### src/rtl/score_tracker.sv
`default_nettype none
// ============================================================================
// Module      : score_tracker
// Description : Game score keeper for a runner game. Counts game-step ticks
//               into BCD score points, tracks a speed level and the best
//               score since reset, and sequences IDLE / RUN / OVER.
// Revision    : 1.0 - initial release
// ============================================================================
module score_tracker #(
    parameter int DIGITS          = 2,
    parameter int TICKS_PER_POINT = 4,
    parameter int LEVEL_STEP      = 10,
    parameter int MAX_LEVEL       = 7
) (
    input  logic                  clk_i,
    input  logic                  rst_i,
    input  logic                  tick_i,
    input  logic                  start_i,
    input  logic                  collide_i,
    output logic [4*DIGITS-1:0]   score_o,
    output logic [4*DIGITS-1:0]   hi_score_o,
    output logic [2:0]            level_o,
    output logic [1:0]            state_o,
    output logic                  new_record_o,
    output logic                  score_update_o
);

    localparam int SW = 4 * DIGITS;

    localparam logic [1:0] ST_IDLE = 2'b00;
    localparam logic [1:0] ST_RUN  = 2'b01;
    localparam logic [1:0] ST_OVER = 2'b10;

    localparam logic [SW-1:0] ALL_NINES  = {DIGITS{4'h9}};
    localparam logic [7:0]    PRESC_LAST = 8'(TICKS_PER_POINT - 1);
    localparam logic [7:0]    PTS_LAST   = 8'(LEVEL_STEP - 1);
    localparam logic [2:0]    LEVEL_MAX  = 3'(MAX_LEVEL);

    logic [1:0]    state_q,  state_d;
    logic          start_q;
    logic [SW-1:0] score_q,  score_d;
    logic [SW-1:0] hi_q,     hi_d;
    logic [2:0]    level_q,  level_d;
    logic [7:0]    presc_q,  presc_d;
    logic [7:0]    pts_q,    pts_d;
    logic          newrec_q, newrec_d;
    logic          upd_q,    upd_d;

    logic          start_rise;
    logic [SW-1:0] score_inc;
    logic          inc_carry;

    assign start_rise = start_i & ~start_q;

    // Decimal +1 of the score: ripple a carry through the BCD digits
    always_comb begin
        score_inc = score_q;
        inc_carry = 1'b1;
        for (int i = 0; i < DIGITS; i++) begin
            if (inc_carry) begin
                if (score_q[4*i +: 4] == 4'd9) begin
                    score_inc[4*i +: 4] = 4'd0;
                end else begin
                    score_inc[4*i +: 4] = score_q[4*i +: 4] + 4'd1;
                    inc_carry           = 1'b0;
                end
            end
        end
    end

    // Game sequencing, point accumulation, level and best-score tracking
    always_comb begin
        state_d  = state_q;
        score_d  = score_q;
        hi_d     = hi_q;
        level_d  = level_q;
        presc_d  = presc_q;
        pts_d    = pts_q;
        newrec_d = newrec_q;

        case (state_q)
            ST_IDLE: begin
                score_d  = '0;
                level_d  = 3'd0;
                presc_d  = 8'd0;
                pts_d    = 8'd0;
                newrec_d = 1'b0;
                if (start_rise) begin
                    state_d = ST_RUN;
                end
            end

            ST_RUN: begin
                if (collide_i) begin
                    // Collision wins over a coincident tick; BCD packing
                    // makes a plain unsigned compare a decimal compare.
                    state_d = ST_OVER;
                    if (score_q > hi_q) begin
                        hi_d     = score_q;
                        newrec_d = 1'b1;
                    end else begin
                        newrec_d = 1'b0;
                    end
                end else if (tick_i) begin
                    if (presc_q == PRESC_LAST) begin
                        presc_d = 8'd0;
                        // Points past all-nines are dropped entirely and
                        // do not advance the level either.
                        if (score_q != ALL_NINES) begin
                            score_d = score_inc;
                            if (pts_q == PTS_LAST) begin
                                pts_d = 8'd0;
                                if (level_q < LEVEL_MAX) begin
                                    level_d = level_q + 3'd1;
                                end
                            end else begin
                                pts_d = pts_q + 8'd1;
                            end
                        end
                    end else begin
                        presc_d = presc_q + 8'd1;
                    end
                end
            end

            ST_OVER: begin
                if (start_rise && !collide_i) begin
                    state_d  = ST_RUN;
                    score_d  = '0;
                    level_d  = 3'd0;
                    presc_d  = 8'd0;
                    pts_d    = 8'd0;
                    newrec_d = 1'b0;
                end
            end

            default: begin
                state_d = ST_IDLE;
            end
        endcase
    end

    // Display strobe follows any edge where the score value moved
    assign upd_d = (score_d != score_q);

    // State registers with immediate clear on reset
    always_ff @(posedge clk_i or posedge rst_i) begin
        if (rst_i) begin
            state_q  <= ST_IDLE;
            start_q  <= 1'b0;
            score_q  <= '0;
            hi_q     <= '0;
            level_q  <= 3'd0;
            presc_q  <= 8'd0;
            pts_q    <= 8'd0;
            newrec_q <= 1'b0;
            upd_q    <= 1'b0;
        end else begin
            state_q  <= state_d;
            start_q  <= start_i;
            score_q  <= score_d;
            hi_q     <= hi_d;
            level_q  <= level_d;
            presc_q  <= presc_d;
            pts_q    <= pts_d;
            newrec_q <= newrec_d;
            upd_q    <= upd_d;
        end
    end

    assign score_o        = score_q;
    assign hi_score_o     = hi_q;
    assign level_o        = level_q;
    assign state_o        = state_q;
    assign new_record_o   = newrec_q;
    assign score_update_o = upd_q;

endmodule
`default_nettype wire

### config.mk
export PLATFORM = sky130hd
export DESIGN_NAME = score_tracker
export DESIGN_NICKNAME = d
export VERILOG_FILES = /design/src/rtl/score_tracker.sv
export SDC_FILE = /design/constraint.sdc
export NUM_CORES = 1
export LEC_CHECK = 0
export ABC_CLOCK_PERIOD_IN_PS = 2940
export CAP_MARGIN = 20
export CELL_PAD_IN_SITES_DETAIL_PLACEMENT = 0
export CELL_PAD_IN_SITES_GLOBAL_PLACEMENT = 1
export CORE_UTILIZATION = 43
export CTS_BUF_LIST = sky130_fd_sc_hd__clkbuf_8 sky130_fd_sc_hd__clkbuf_16
export CTS_CLUSTER_SIZE = 8
export DETAILED_ROUTE_END_ITERATION = 7
export GPL_ROUTABILITY_DRIVEN = 0
export PLACE_DENSITY_LB_ADDON = 0.1
export SETUP_SLACK_MARGIN = 0.5
export SYNTH_ARGS = -nofsm -noshare
export SYNTH_HDL_FRONTEND = slang
export SYNTH_SLANG_ARGS = --single-unit
export TNS_END_PERCENT = 30
### constraint.sdc
create_clock -name clk_i -period 2.94 [get_ports clk_i]
set_input_delay 0.735 -clock clk_i [delete_from_list [all_inputs] [get_ports clk_i]]
set_output_delay 0.735 -clock clk_i [all_outputs]
set_load 0.005 [all_outputs]
# After elaboration in Yosys (flattened, before gate mapping)
# Cells that the tools add are included.
# Widths: inputs -> output; s select.
word_totals:
  output_inout_bits: 23
  ff_bits: 40
  in_bits: 5
  wordCells: 82
classes:
  n_addsub: 5
  bitwise: 2
  muxes: 37
  eq_ne: 17
  n_reduce_logical: 10
  magnitude_cmp: 2
op_table:
  columns: ["op", "n"]
  rows:
  - ["$mux 8", 14]
  - ["$pmux 8 s3", 3]
  - ["$mux 3", 7]
  - ["$ne 2x2->1 const B", 9]
  - ["$add 8x1->8 const B", 2]
  - ["$mux 4", 3]
  - ["$pmux 3 s3", 1]
  - ["$reduce_and 3->1", 3]
  - ["$add 4x1->4 const B", 2]
  - ["$eq 4x4->1 const B", 2]
  - ["$eq 8x2->1 const B", 1]
  - ["$eq 8x4->1 const B", 1]
  - ["$gt 8x8->1", 1]
  - ["$ne 8x8->1", 1]
  - ["$ne 8x8->1 const B", 1]
  - ["$reduce_and 8->1", 1]
  - ["$mux 2", 3]
  - ["$pmux 2 s3", 1]
  - ["$reduce_and 6->1", 1]
  - ["$mux 1", 4]
  - ["$reduce_and 4->1", 1]
  - ["$add 3x1->3 const B", 1]
  - ["$lt 3x3->1 const B", 1]
  - ["$pmux 1 s3", 1]
  - ["8 further kinds", 8]

# Logic depth before layout (Yosys ltp)
# Gate-level depths: netlist of run 1.
depth:
  depth_word: 9
  ltp_mapped: 8

# Least setup slack after synthesis of run 1
# No wires, ideal clock.
synth_timing:
  kind: "in2reg"
  from: "input port collide_i"
  to: "register pts_q[5]"
  n_path_buf: 1
  path_stages: 5
  setup_ns: 0.104
  slack_ns: 0.673
  t_arrival_ns: 2.164
  cell_sequence: "nor4b_1 > nor2_1 > or3_1 > buf_2 > o41ai_2"
synth_via:
  elab_chain_cells: 4
  elab_cells_between_ends: 5
  cone_classes: "2 x eq/ne; 3 x reduce/logical"
synth_lines:
  columns: ["element", "line", "rtl"]
  rows:
  - ["start, declared", "19", "input logic collide_i,"]
  - ["$logic_not 1->1", "127", "if (start_rise && !collide_i) begin"]
  - ["$logic_and 1x1->1", "127", null]
  - ["$ne 2x2->1 (no source line)", null, null]
  - ["$reduce_and 6->1 (no source line) (*)", null, null]
  - ["end signal, assigned", "165", "pts_q <= pts_d;"]
  - ["end, declared", "45", "logic [7:0] pts_q, pts_d;"]
# Every way passes the cells marked *; elsewhere a longest branch is shown, timed or not.
# A chain may end at the register's enable or synchronous reset.

# Worst setup path in the final report of run 1
layout_timing:
  from: "input port collide_i"
  to: "register upd_q, in the netlist score_update_o"
layout_via:
  elab_chain_cells: 5
  elab_cells_between_ends: 6
  cone_classes: "1 x eq/ne; 3 x mux; 2 x reduce/logical"
layout_lines:
  columns: ["element", "line", "rtl"]
  rows:
  - ["$logic_not 1->1", "127", null]
  - ["$logic_and 1x1->1", "127", null]
  - ["$mux 8", "127", null]
  - ["$pmux 8 s3 (*)", "81", "case (state_q)"]
  - ["$ne 8x8->1 (*)", "144", "assign upd_d = (score_d != score_q);"]
  - ["named net upd_d", "47", "logic upd_q, upd_d;"]
  - ["end signal, assigned", "167", "upd_q <= upd_d;"]
  - ["end, declared", "47", null]
# The timed path passes the listed nets; every way through them passes the cells marked *.

==> metrics.cfg, run 1 <==
[global_route]
gr-usage-all-layers_pct = 21.26
grt_pass1_wl_um = 10180
antenna_found_initial = 0
grt_max_degree = 41
overflow = 0
grt_pass1_vias = 2123

[floorplanning]
floorplan.initialDensity_pct = 44.81
die_h_um = 77.98
num_rows = 27
ios = 28
core_um2 = 5540
fp.dieW_um = 77.98
die_area_um2 = 6081

[finish]
syn_to_final_growth_pct = 21.93
antenna_cells = 0
drive_above_1_share_pct = 12.54
fin_nets = 331
fin_util_pct = 54.63
fill_cells = 533
final_cell_mix = dfrtp_1 (38), o21ai_0 (28), clkdlybuf4s50_1 (27)
finalNonFillerCells = 383
multiInputGateArea_um2 = 1389
regArea_um2 = 1003
layout_commonest_cell = dfrtp_1
design_area_um2 = 3027

[cts]
htreeDepth = 2
cts-root-buf = clkbuf_8
clock_latency_ns = 0.29
cts-buffers-inserted = 5
cts.clk_slew.worst_paths_ns = 0.07
cts_tree = yes
cts_sinks = 40
clock_path_buffers = 2

[yosys]
synth-edff-count = 0
synth_simple_gate_area_share_pct = 18.65
yosysSeqAreaShare_pct = 40.32
ys_ff_latch = 40
yosys-mux-area-fraction_pct = 4.688
netlist.area_leader.share_pct = 40.32
synth_compound_area_share_pct = 23.08
ys.flop_type = dfrtp_1
synth_nets = 294
syn_avg_cell_area_um2 = 9.093
ys_types = 50
synth_fa_ha_area_share_pct = 8.065
synthTopCellsByArea = dfrtp_1 (40%), ha_1 (8.1%), o21ai_0 (5.6%)
yosys_warnings = 0
syn_area_um2 = 2482
synth_cells = 273
synthArstFlopShare_pct = 100.0
synth_top_family_by_area = compound AO/OA/AOI/OAI gates
yosysTopAreaCell = dfrtp_1
synthXorXnorAreaFrac_pct = 0.3528

[setup_path]
cp_cell_sequence = clkdlybuf4s50_1 > nand2b_1 > or3_1 > buf_4 > o31ai_1 > o21ai_0 > nand4_1
arrival_ns = 2.57
crit-reg2reg-capture = score_update_o$_DFF_PP0_
cp_top_family = simple AND/OR/NAND/NOR gates
critPathRequiredTime_ns = 3.17
path_max_fanout = 10
rr_startpoint = presc_q[0]$_DFFE_PP0P_
worst_path_max_delay_cell = or3_1
ff2ff_setup_slack_ns = 0.64
crit_type = primary input to flip-flop
cp_num_buf_inv = 2
start_kind = primary input
max_stage_delay_ns = 0.54
crit_path_end_kind = flip-flop
ff2ff_path_depth = 7

[placement]
io_buffers = 27
place_area_um2 = 2892
post-place-cells = 373
dp_hpwl_um = 4324
dp_slack_ns = 0.2739

[run]
drv_cap = 0

[routing]
met1_length_um = 2760
routed-wl-met3_um = 138
drt_iter0_drc = 177
wire_per_inst_um = 15.42
met2WireLength_um = 2941
drt-total-wl_um = 5906
detail_route.first_pass.iterations = 4
drc = 0
top_layer_used = met4
via_per_inst = 5.668
drtAntennaViolNets = 0
num_vias = 2171

[sta]
fin_tns_setup_ns = 0
rsz0062_at_grt = yes
final_hold_viol_count = 0
fin_crit_ns = 2.348
tightest_slew_ns = 0.6316
fmax_mhz = 425.8
finalSetupViolations = 0
skew_ns = 0.005869
slew_violations = 0
layout_setup_ws_ns = 0.5916
relSlewSlack_pct = 57.89
fin_crit_sh_pct = 79.88

[worst_hold_path]
hp-start = presc_q[7]$_DFFE_PP0P_
hold_end = presc_q[7]$_DFFE_PP0P_
min_path_type = flip-flop to flip-flop
hold-path-cell-count = 1

[power_and_ir_drop]
p_switching_uw = 590.9
p_leak_nw = 1.299
combPwrFrac_pct = 35.7
seq_power_share_pct = 41.3
power_density_nw_per_um2 = 532.1
swShare_pct = 36.69
p_int_mw = 1.020
pwr-share-clk_pct = 23.0
ir_drop_uv = 309.4

[run_status]
status = completed

==> sequential cells by signal, indices dropped and copies added (netlist names) <==
signal	cells
state_o	2
presc_q	8
new_record_o	1
start_q	1
score_o	8
score_update_o	1
hi_score_o	8
level_o	3
pts_q	8
==> worst register-to-register path: stages (launching register included) <==
cell	delay, ns
dfrtp_1	0.40
ha_1	0.22
or4b_4	0.50
or3_1	0.48
buf_4	0.20
o31ai_1	0.21
o21ai_0	0.11
nand4_1	0.11
==> per-stage QoR <==
| stage | total power, mW | hold WS (ns) |
|---|---|---|
| after floorplan | 1.020 | 0.4365 |
| after global routing | 1.730 | 0.5111 |
| final | 1.611 | 0.4850 |
| after detailed placement | 1.221 | 0.4738 |
| after global placement | 1.224 | 0.4673 |
| after CTS | 1.606 | 0.4844 |
==> kinds of logic (layout without fill, tap and decap cells) <==
family / count (synthesis) / after routing
adders and majority gates: 16 / 16
xor gates and xnor gates: 1 / 1
muxes: 11 / 11
DFF: 40 / 40
AOI/OAI and AO/OA: 86 / 86
buffers and inverters: 31 / 69
and+or+nand+nor: 88 / 88
==> power groups by stage <==
stage          combinational (mW)  sequential (mW)  clock (mW)
2_1_floorplan               0.358            0.661           0
3_3_place_gp                0.549            0.674           0
3_5_place_dp                0.548            0.673           0
4_1_cts                     0.556            0.664       0.387
5_1_grt                     0.641            0.680       0.409
6_report                    0.575            0.665       0.371
==> worst max-delay path by stage <==
stage                                 startpoint                  endpoint  depth (start not counted)
after floorplan                        collide_i      pts_q[5]$_DFFE_PP0P_                          5
after global placement                 collide_i      pts_q[5]$_DFFE_PP0P_                          6
after detailed placement               collide_i    presc_q[3]$_DFFE_PP0P_                          7
after CTS                   score_o[1]$_DFF_PP0_    level_o[0]$_DFFE_PP0P_                          8
after global routing      presc_q[0]$_DFFE_PP0P_  score_update_o$_DFF_PP0_                          7
final                                  collide_i  score_update_o$_DFF_PP0_                          7
==> layout make-up <==
cell class              count  area share, %
flip-flops and latches     40          33.15
well taps                  72          2.976
multi-input cells         202          45.89
clock buffers               6          2.728
inverters                  19          2.356
clock inverters             2         0.2480
repair buffers             42          12.65
==> Yosys cell counts, types with 2 or more instances <==
cell type  count
o21ai_1        7
mux2i_1        6
a31oi_1        3
nor2b_1        5
nand4_1        5
nand3_1       12
dfrtp_1       40
or3_1          5
a21oi_1        7
buf_2          3
mux2_2         5
o31ai_1       16
and3_1         3
clkbuf_1       9
nor2_1        20
nand2_1       17
nand2b_1       9
nand3b_1       2
nor3_1         2
inv_1         19
o21ai_0       28
o41ai_1        2
o32a_1         2
o221ai_1       2
o31a_1         2
ha_1          16
o211ai_1       2
o2bb2ai_1      2
==> per-layer routing <==
layer  global-route usage, %  up-vias
met4                   5.556        0
met1                   27.78     1060
li1                        -     1077
met2                   36.37       27
met5                       0        -
met3                   3.529        7
==> repair_timing <==
action                                  CTS  global route
setup buffers                             0             2
resized for setup                         1             7
hold buffers                              0             0
endpoints found under the setup margin    3            13
(Power assumes the default switching activity.)
==> run 2, diff against run 1 <==
--- a/config.mk
+++ b/config.mk
@@ -5,7 +5,7 @@
 export SDC_FILE = /design/constraint.sdc
 export NUM_CORES = 1
 export LEC_CHECK = 0
-export ABC_CLOCK_PERIOD_IN_PS = 2940
+export ABC_CLOCK_PERIOD_IN_PS = 2500
 export CAP_MARGIN = 20
 export CELL_PAD_IN_SITES_DETAIL_PLACEMENT = 0
 export CELL_PAD_IN_SITES_GLOBAL_PLACEMENT = 1
==> constraint.sdc (replaced) <==
create_clock -name clk_i -period 2.5 [get_ports clk_i]
set_input_delay 0.625 -clock clk_i [delete_from_list [all_inputs] [get_ports clk_i]]
set_output_delay 0.625 -clock clk_i [all_outputs]
set_load 0.005 [all_outputs]
==> run 2 against run 1 <==
Final area grew 13%. Clock skew grew 0.0065 ns. Sequential power grew 17%. Setup slack lost 0.21 ns. Combinational power grew 57%. Register-to-register slack lost 0.26 ns. First-iteration DRC count shrank 29%. Clock power grew 13%. Critical path depth shrank 2. Sequential cell count is the same. Non-clock buffer count grew 32. Sequential share of layout area shrank 3.8 points.
==> metrics.cfg, run 2 (synthesized netlist as in run 1, its figures left out) <==
[run_status]
status = completed

[setup_path]
cp_num_buf_inv = 0  ; -2
rr_startpoint = presc_q[0]$_DFFE_PP0P_
crit_type = flip-flop to flip-flop
crit_cells = 5  ; -2
worst_path_max_delay_cell = or4b_4
crit-reg2reg-capture = pts_q[5]$_DFFE_PP0P_
start_kind = flip-flop
path_max_fanout = 6  ; -4
critPathRequiredTime_ns = 2.70  ; -0.47 ns
cp-startpoint = presc_q[0]$_DFFE_PP0P_
crit_path_end_kind = flip-flop
cp_cell_sequence = ha_2 > or4b_4 > o31a_1 > or3_4 > o41ai_2
cp_top_family = simple AND/OR/NAND/NOR gates
ff2ff_path_depth = 5  ; -2
ff2ff_setup_slack_ns = 0.38  ; -0.26 ns
arrival_ns = 2.31  ; -0.26 ns
max_stage_delay_ns = 0.49  ; -0.05 ns

[global_route]
antenna_found_initial = 0  ; unchanged
grt_pass1_vias = 2206  ; +3.9%
grt_max_degree = 41  ; unchanged
gr-usage-all-layers_pct = 22.72  ; +1.5 points
grt_pass1_wl_um = 10830  ; +6.4%
overflow = 0  ; unchanged

[power_and_ir_drop]
p_leak_nw = 1.471  ; +13%
power_density_nw_per_um2 = 614.1  ; +15%
ir_drop_uv = 402.5  ; +30%

[finish]
finalNonFillerCells = 414  ; +8.1%
antenna_cells = 0  ; unchanged
layout_commonest_cell = buf_4
multiInputGateArea_um2 = 1539  ; +11%
final_cell_mix = buf_4 (43), dfrtp_1 (38), o21ai_0 (26), clkdlybuf4s50_1 (26), inv_1 (20)
fin_nets = 363  ; +9.7%
fill_cells = 488  ; -8.4%
regArea_um2 = 1003  ; unchanged
design_area_um2 = 3421  ; +13%
drive_above_1_share_pct = 26.02  ; +13 points
syn_to_final_growth_pct = 37.80

[routing]
drt_iter0_drc = 126  ; -29%
num_vias = 2324  ; +7.0%
wire_per_inst_um = 15.59  ; +1.1%
detail_route.first_pass.iterations = 4  ; unchanged
drt-total-wl_um = 6455  ; +9.3%
drtAntennaViolNets = 0  ; unchanged
via_per_inst = 5.614  ; -0.97%
drc = 0  ; unchanged

[cts]
htreeDepth = 2  ; unchanged
cts_tree = yes
cts-root-buf = clkbuf_8
clock_path_buffers = 2  ; unchanged
cts_sinks = 40  ; unchanged
cts-buffers-inserted = 5  ; unchanged
clock_latency_ns = 0.30  ; about the same
cts.clk_slew.worst_paths_ns = 0.08  ; about the same

[floorplanning]
core_um2 = 5540  ; unchanged
die_h_um = 77.98  ; unchanged
floorplan.initialDensity_pct = 44.81  ; unchanged
die_area_um2 = 6081  ; unchanged
num_rows = 27  ; unchanged
ios = 28  ; unchanged
fp.dieW_um = 77.98  ; unchanged

[placement]
post-place-cells = 384  ; +2.9%
io_buffers = 27  ; unchanged
dp_hpwl_um = 4248  ; -1.8%
place_area_um2 = 2997  ; +3.6%

[sta]
skew_ns = 0.01234  ; +0.006470 ns
tightest_slew_ns = 0.5322  ; -0.09938 ns
relSlewSlack_pct = 64.52  ; +6.6 points
fin_crit_ns = 2.117
final_hold_viol_count = 0  ; unchanged
rsz0062_at_grt = yes
whs_ns = 0.4816  ; -0.003393 ns
slew_violations = 0  ; unchanged
fin_crit_sh_pct = 84.68
fin_tns_setup_ns = 0  ; unchanged
finalSetupViolations = 0  ; unchanged
fmax_mhz = 472.3

[worst_hold_path]
hold-path-cell-count = 1  ; unchanged
min_path_type = flip-flop to flip-flop
hold_end = presc_q[7]$_DFFE_PP0P_
hp-start = presc_q[7]$_DFFE_PP0P_

[run]
drv_cap = 0  ; unchanged

-- run 2: worst register-to-register path: stages (launching register included) --
cell,delay (ns)
dfrtp_1,0.37
ha_2,0.19
or4b_4,0.49
o31a_1,0.36
or3_4,0.40
o41ai_2,0.21
-- run 2: routing by layer --
layer | vias up | wire, µm | GRT usage [%]
met4 | 0 | 74 | 5.556
met1 | 1144 | 2929 | 29.58
li1 | 1138 | - | -
met5 | - | 0 | 0
met2 | 34 | 3307 | 39.38
met3 | 8 | 144 | 3.529
-- run 2: cell type report --
type / count / area share, %
clock inverter: 2 / 0.2560
timing repair buffer: 74 / 18.69
sequential: 40 / 29.33
multi-input combinational: 202 / 44.99
inverter: 19 / 2.085
tap: 72 / 2.634
clock buffer: 5 / 2.012
-- run 2: repair_timing --
item                       CTS  global route
resized for setup           18            18
gates cloned                 1             0
hold buffers                 0             0
pin swaps                    6             7
setup endpoints to repair   34            32
buffers inserted             9            13
-- run 2: report_power, final --
part | total (mW) | internal [mW] | switching (mW) | leakage [nW]
Clock | 0.420 | 0.186 | 0.234 | 0.0452
Combinational | 0.903 | 0.427 | 0.476 | 0.904
Sequential | 0.778 | 0.705 | 0.0720 | 0.522
-- run 2: worst max path at each step --
stage	end	slack, ns
final	pts_q[5]$_DFFE_PP0P_	0.38
after global routing	pts_q[5]$_DFFE_PP0P_	0.28
after CTS	pts_q[1]$_DFFE_PP0P_	0.40
after detailed placement	pts_q[6]$_DFFE_PP0P_	-0.11
after global placement	score_update_o$_DFF_PP0_	-0.10
after floorplan	pts_q[5]$_DFFE_PP0P_	0.34
-- run 2: metrics by stage --
stage / total power [mW] / util (%) / setup slack, ns
finish: 2.101 / 61.74 / 0.3829
global route: 2.245 / 61.74 / 0.2798
CTS: 2.057 / 58.22 / 0.4015
detailed placement: 1.506 / 54.09 / -0.1098
global placement: 1.514 / 54.09 / -0.1045
floorplan: 1.217 / - / 0.3412
==> run 3, diff against run 2 <==
--- a/config.mk
+++ b/config.mk
@@ -5,11 +5,11 @@
 export SDC_FILE = /design/constraint.sdc
 export NUM_CORES = 1
 export LEC_CHECK = 0
-export ABC_CLOCK_PERIOD_IN_PS = 2500
+export ABC_CLOCK_PERIOD_IN_PS = 1700
 export CAP_MARGIN = 20
 export CELL_PAD_IN_SITES_DETAIL_PLACEMENT = 0
 export CELL_PAD_IN_SITES_GLOBAL_PLACEMENT = 1
-export CORE_UTILIZATION = 43
+export CORE_UTILIZATION = 39
 export CTS_BUF_LIST = sky130_fd_sc_hd__clkbuf_8 sky130_fd_sc_hd__clkbuf_16
 export CTS_CLUSTER_SIZE = 8
 export DETAILED_ROUTE_END_ITERATION = 7
==> constraint.sdc (replaced) <==
create_clock -name clk_i -period 1.7 [get_ports clk_i]
set_input_delay 0.425 -clock clk_i [delete_from_list [all_inputs] [get_ports clk_i]]
set_output_delay 0.425 -clock clk_i [all_outputs]
set_load 0.005 [all_outputs]
==> run 3 against run 2 <==
The flow now finishes with violations (setup timing). Combinational power rose by 78%. Via count increased by 6.4%. Clock-buffer cell count stayed put. Core utilization is 2.4 points higher. Non-clock buffer count increased by 41. Final area grew 13%. Register-to-register slack worse by 0.78 ns. Sequential share of layout area decreased by 3.3 points. First-iteration DRC count increased by 29%. Critical path type unchanged. Largest power group unchanged.
==> metrics.cfg, run 3 (synthesized netlist as in run 1, its figures left out) <==
[run_status]
status = finished, violations left
failed_checks = setup timing

[sta]
skew_ns = 0.007405  ; -0.004934 ns
fin_crit_sh_pct = 123.3  ; +39 points
final_hold_viol_count = 0  ; unchanged
relSlewSlack_pct = 75.06  ; +11 points
fin_crit_ns = 2.096  ; -0.02067 ns
whs_ns = 0.4759  ; -0.005684 ns
fin_tns_setup_ns = -7.754  ; -7.754 ns
tightest_slew_ns = 0.3701  ; -0.1621 ns
slew_violations = 0  ; unchanged
layout_setup_ws_ns = -0.3964  ; -0.7793 ns
rsz0062_at_grt = yes
finalSetupViolations = 32  ; +32
fmax_mhz = 477.0  ; +0.99%

[setup_path]
arrival_ns = 2.31  ; about the same
crit_type = flip-flop to flip-flop
critPathRequiredTime_ns = 1.91  ; -0.79 ns
start_kind = flip-flop
crit_path_end_kind = flip-flop
path_max_fanout = 8  ; +2

[placement]
io_buffers = 27  ; unchanged
place_area_um2 = 3523  ; +18%
post-place-cells = 445  ; +16%
dp_hpwl_um = 4937  ; +16%
dp_slack_ns = -0.6562  ; -0.5463 ns

[power_and_ir_drop]
p_leak_nw = 1.742  ; +18%
p_int_mw = 2.096  ; +59%
power_density_nw_per_um2 = 865.5  ; +41%
swShare_pct = 37.30  ; +0.083 points
ir_drop_uv = 627.1  ; +56%
combPwrFrac_pct = 48.1  ; +5.1 points
seq_power_share_pct = 33.4  ; -3.6 points
pwr-share-clk_pct = 18.5  ; -1.5 points
p_switching_mw = 1.247  ; +60%

[routing]
drtAntennaViolNets = 0  ; unchanged
wire_per_inst_um = 14.62  ; -6.3%
drt-total-wl_um = 6694  ; +3.7%
detail_route.first_pass.iterations = 4  ; unchanged
num_vias = 2473  ; +6.4%
drc = 0  ; unchanged
drt_iter0_drc = 162  ; +29%
via_per_inst = 5.400  ; -3.8%

[cts]
cts-root-buf = clkbuf_8
htreeDepth = 2  ; unchanged
cts_sinks = 40  ; unchanged
cts_tree = yes
clock_path_buffers = 2  ; unchanged
clock_latency_ns = 0.29  ; about the same
cts-buffers-inserted = 5  ; unchanged
cts_hold_buffers = 0  ; unchanged
cts.clk_slew.worst_paths_ns = 0.08  ; about the same

[finish]
fin_nets = 404  ; +11%
layout_commonest_cell = buf_4
multiInputGateArea_um2 = 1615  ; +5.0%
syn_to_final_growth_pct = 55.59
design_area_um2 = 3862  ; +13%
final_cell_mix = buf_4 (63), dfrtp_1 (36), buf_6 (34)
regArea_um2 = 1006  ; +0.25%
fill_cells = 511  ; +4.7%
finalNonFillerCells = 458  ; +11%
antenna_cells = 0  ; unchanged
drive_above_1_share_pct = 44.39  ; +18 points

[floorplanning]
floorplan.initialDensity_pct = 41.20  ; -3.6 points
num_rows = 28  ; +3.7%
ios = 28  ; unchanged
core_um2 = 6026  ; +8.8%
die_h_um = 81.78  ; +4.9%
die_area_um2 = 6688  ; +10%
fp.dieW_um = 81.78  ; +4.9%

[global_route]
antenna_found_initial = 0  ; unchanged
grt_max_degree = 41  ; unchanged
overflow = 0  ; unchanged
grt_pass1_wl_um = 11250  ; +3.8%
grt_pass1_vias = 2377  ; +7.8%
gr-usage-all-layers_pct = 21.96  ; -0.76 points

[worst_hold_path]
min_path_type = primary input to flip-flop

[run]
drv_cap = 0  ; unchanged

[run 3: timing repair]
action | in CTS | in global routing
pin swaps | 18 | 10
gates resized for setup | 147 | 17
buffers inserted | 1 | 5
setup endpoints to repair | 62 | 61
[run 3: stage by stage]
stage / utilization, % / total power, mW
after CTS: 62.62 / 3.281
after detailed placement: 58.47 / 2.461
after global routing: 64.10 / 3.551
after floorplan: - / 1.810
after global placement: 58.47 / 2.458
final: 64.10 / 3.343
[run 3: area by class of cell]
type	count	share of cell area [%]
multi-input cells	202	41.82
well taps	75	2.430
repair buffers	115	25.85
flip-flops and latches	40	26.04
clock inverters	2	0.2268
clock buffers	5	1.782
inverters	19	1.846
[run 3: power by group through the flow]
stage                     sequential (mW)  clock (mW)  combinational [mW]
final                                1.12       0.617                1.61
after global routing                 1.13       0.668                1.76
after CTS                            1.12       0.630                1.53
after detailed placement             1.13           0                1.34
after global placement               1.12           0                1.34
after floorplan                      1.15           0               0.663
[run 3: per-layer routing]
| metal | wire [µm] | GRT usage [%] | up-vias | part of all wire (%) |
|---|---|---|---|---|
| met4 | 70 | 4.912 | 0 | 1.0 |
| met5 | 0 | 0 | - | 0 |
| li1 | - | - | 1219 | - |
| met2 | 3264 | 37.44 | 30 | 49 |
| met1 | 3225 | 28.94 | 1218 | 48 |
| met3 | 134 | 3.667 | 6 | 2.0 |
[run 3: critical path, stage by stage (launching register included)]
cell,delay (ns)
dfrtp_1,0.36
ha_2,0.18
or4b_4,0.50
or3_4,0.42
buf_6,0.15
nor2_4,0.10
nand3_1,0.11
o2bb2ai_1,0.19
[run 3: path summary, 6_finish.rpt]
path,from,end,slack [ns],depth (start not counted)
worst max-delay path,presc_q[0]$_DFFE_PP0P_,score_o[5]$_DFF_PP0_,-0.40,7
worst min-delay path,start_i,start_q$_DFF_PP0_,0.48,2
worst max register to register,presc_q[0]$_DFFE_PP0P_,score_o[5]$_DFF_PP0_,-0.40,7
worst min register to register,new_record_o$_DFFE_PP0P_,new_record_o$_DFFE_PP0P_,0.53,2
max in group asynchronous,rst_i,state_o[0]$_DFFE_PP0P_,1.01,3
min in group asynchronous,rst_i,hi_score_o[1]$_DFFE_PP0P_,0.49,3
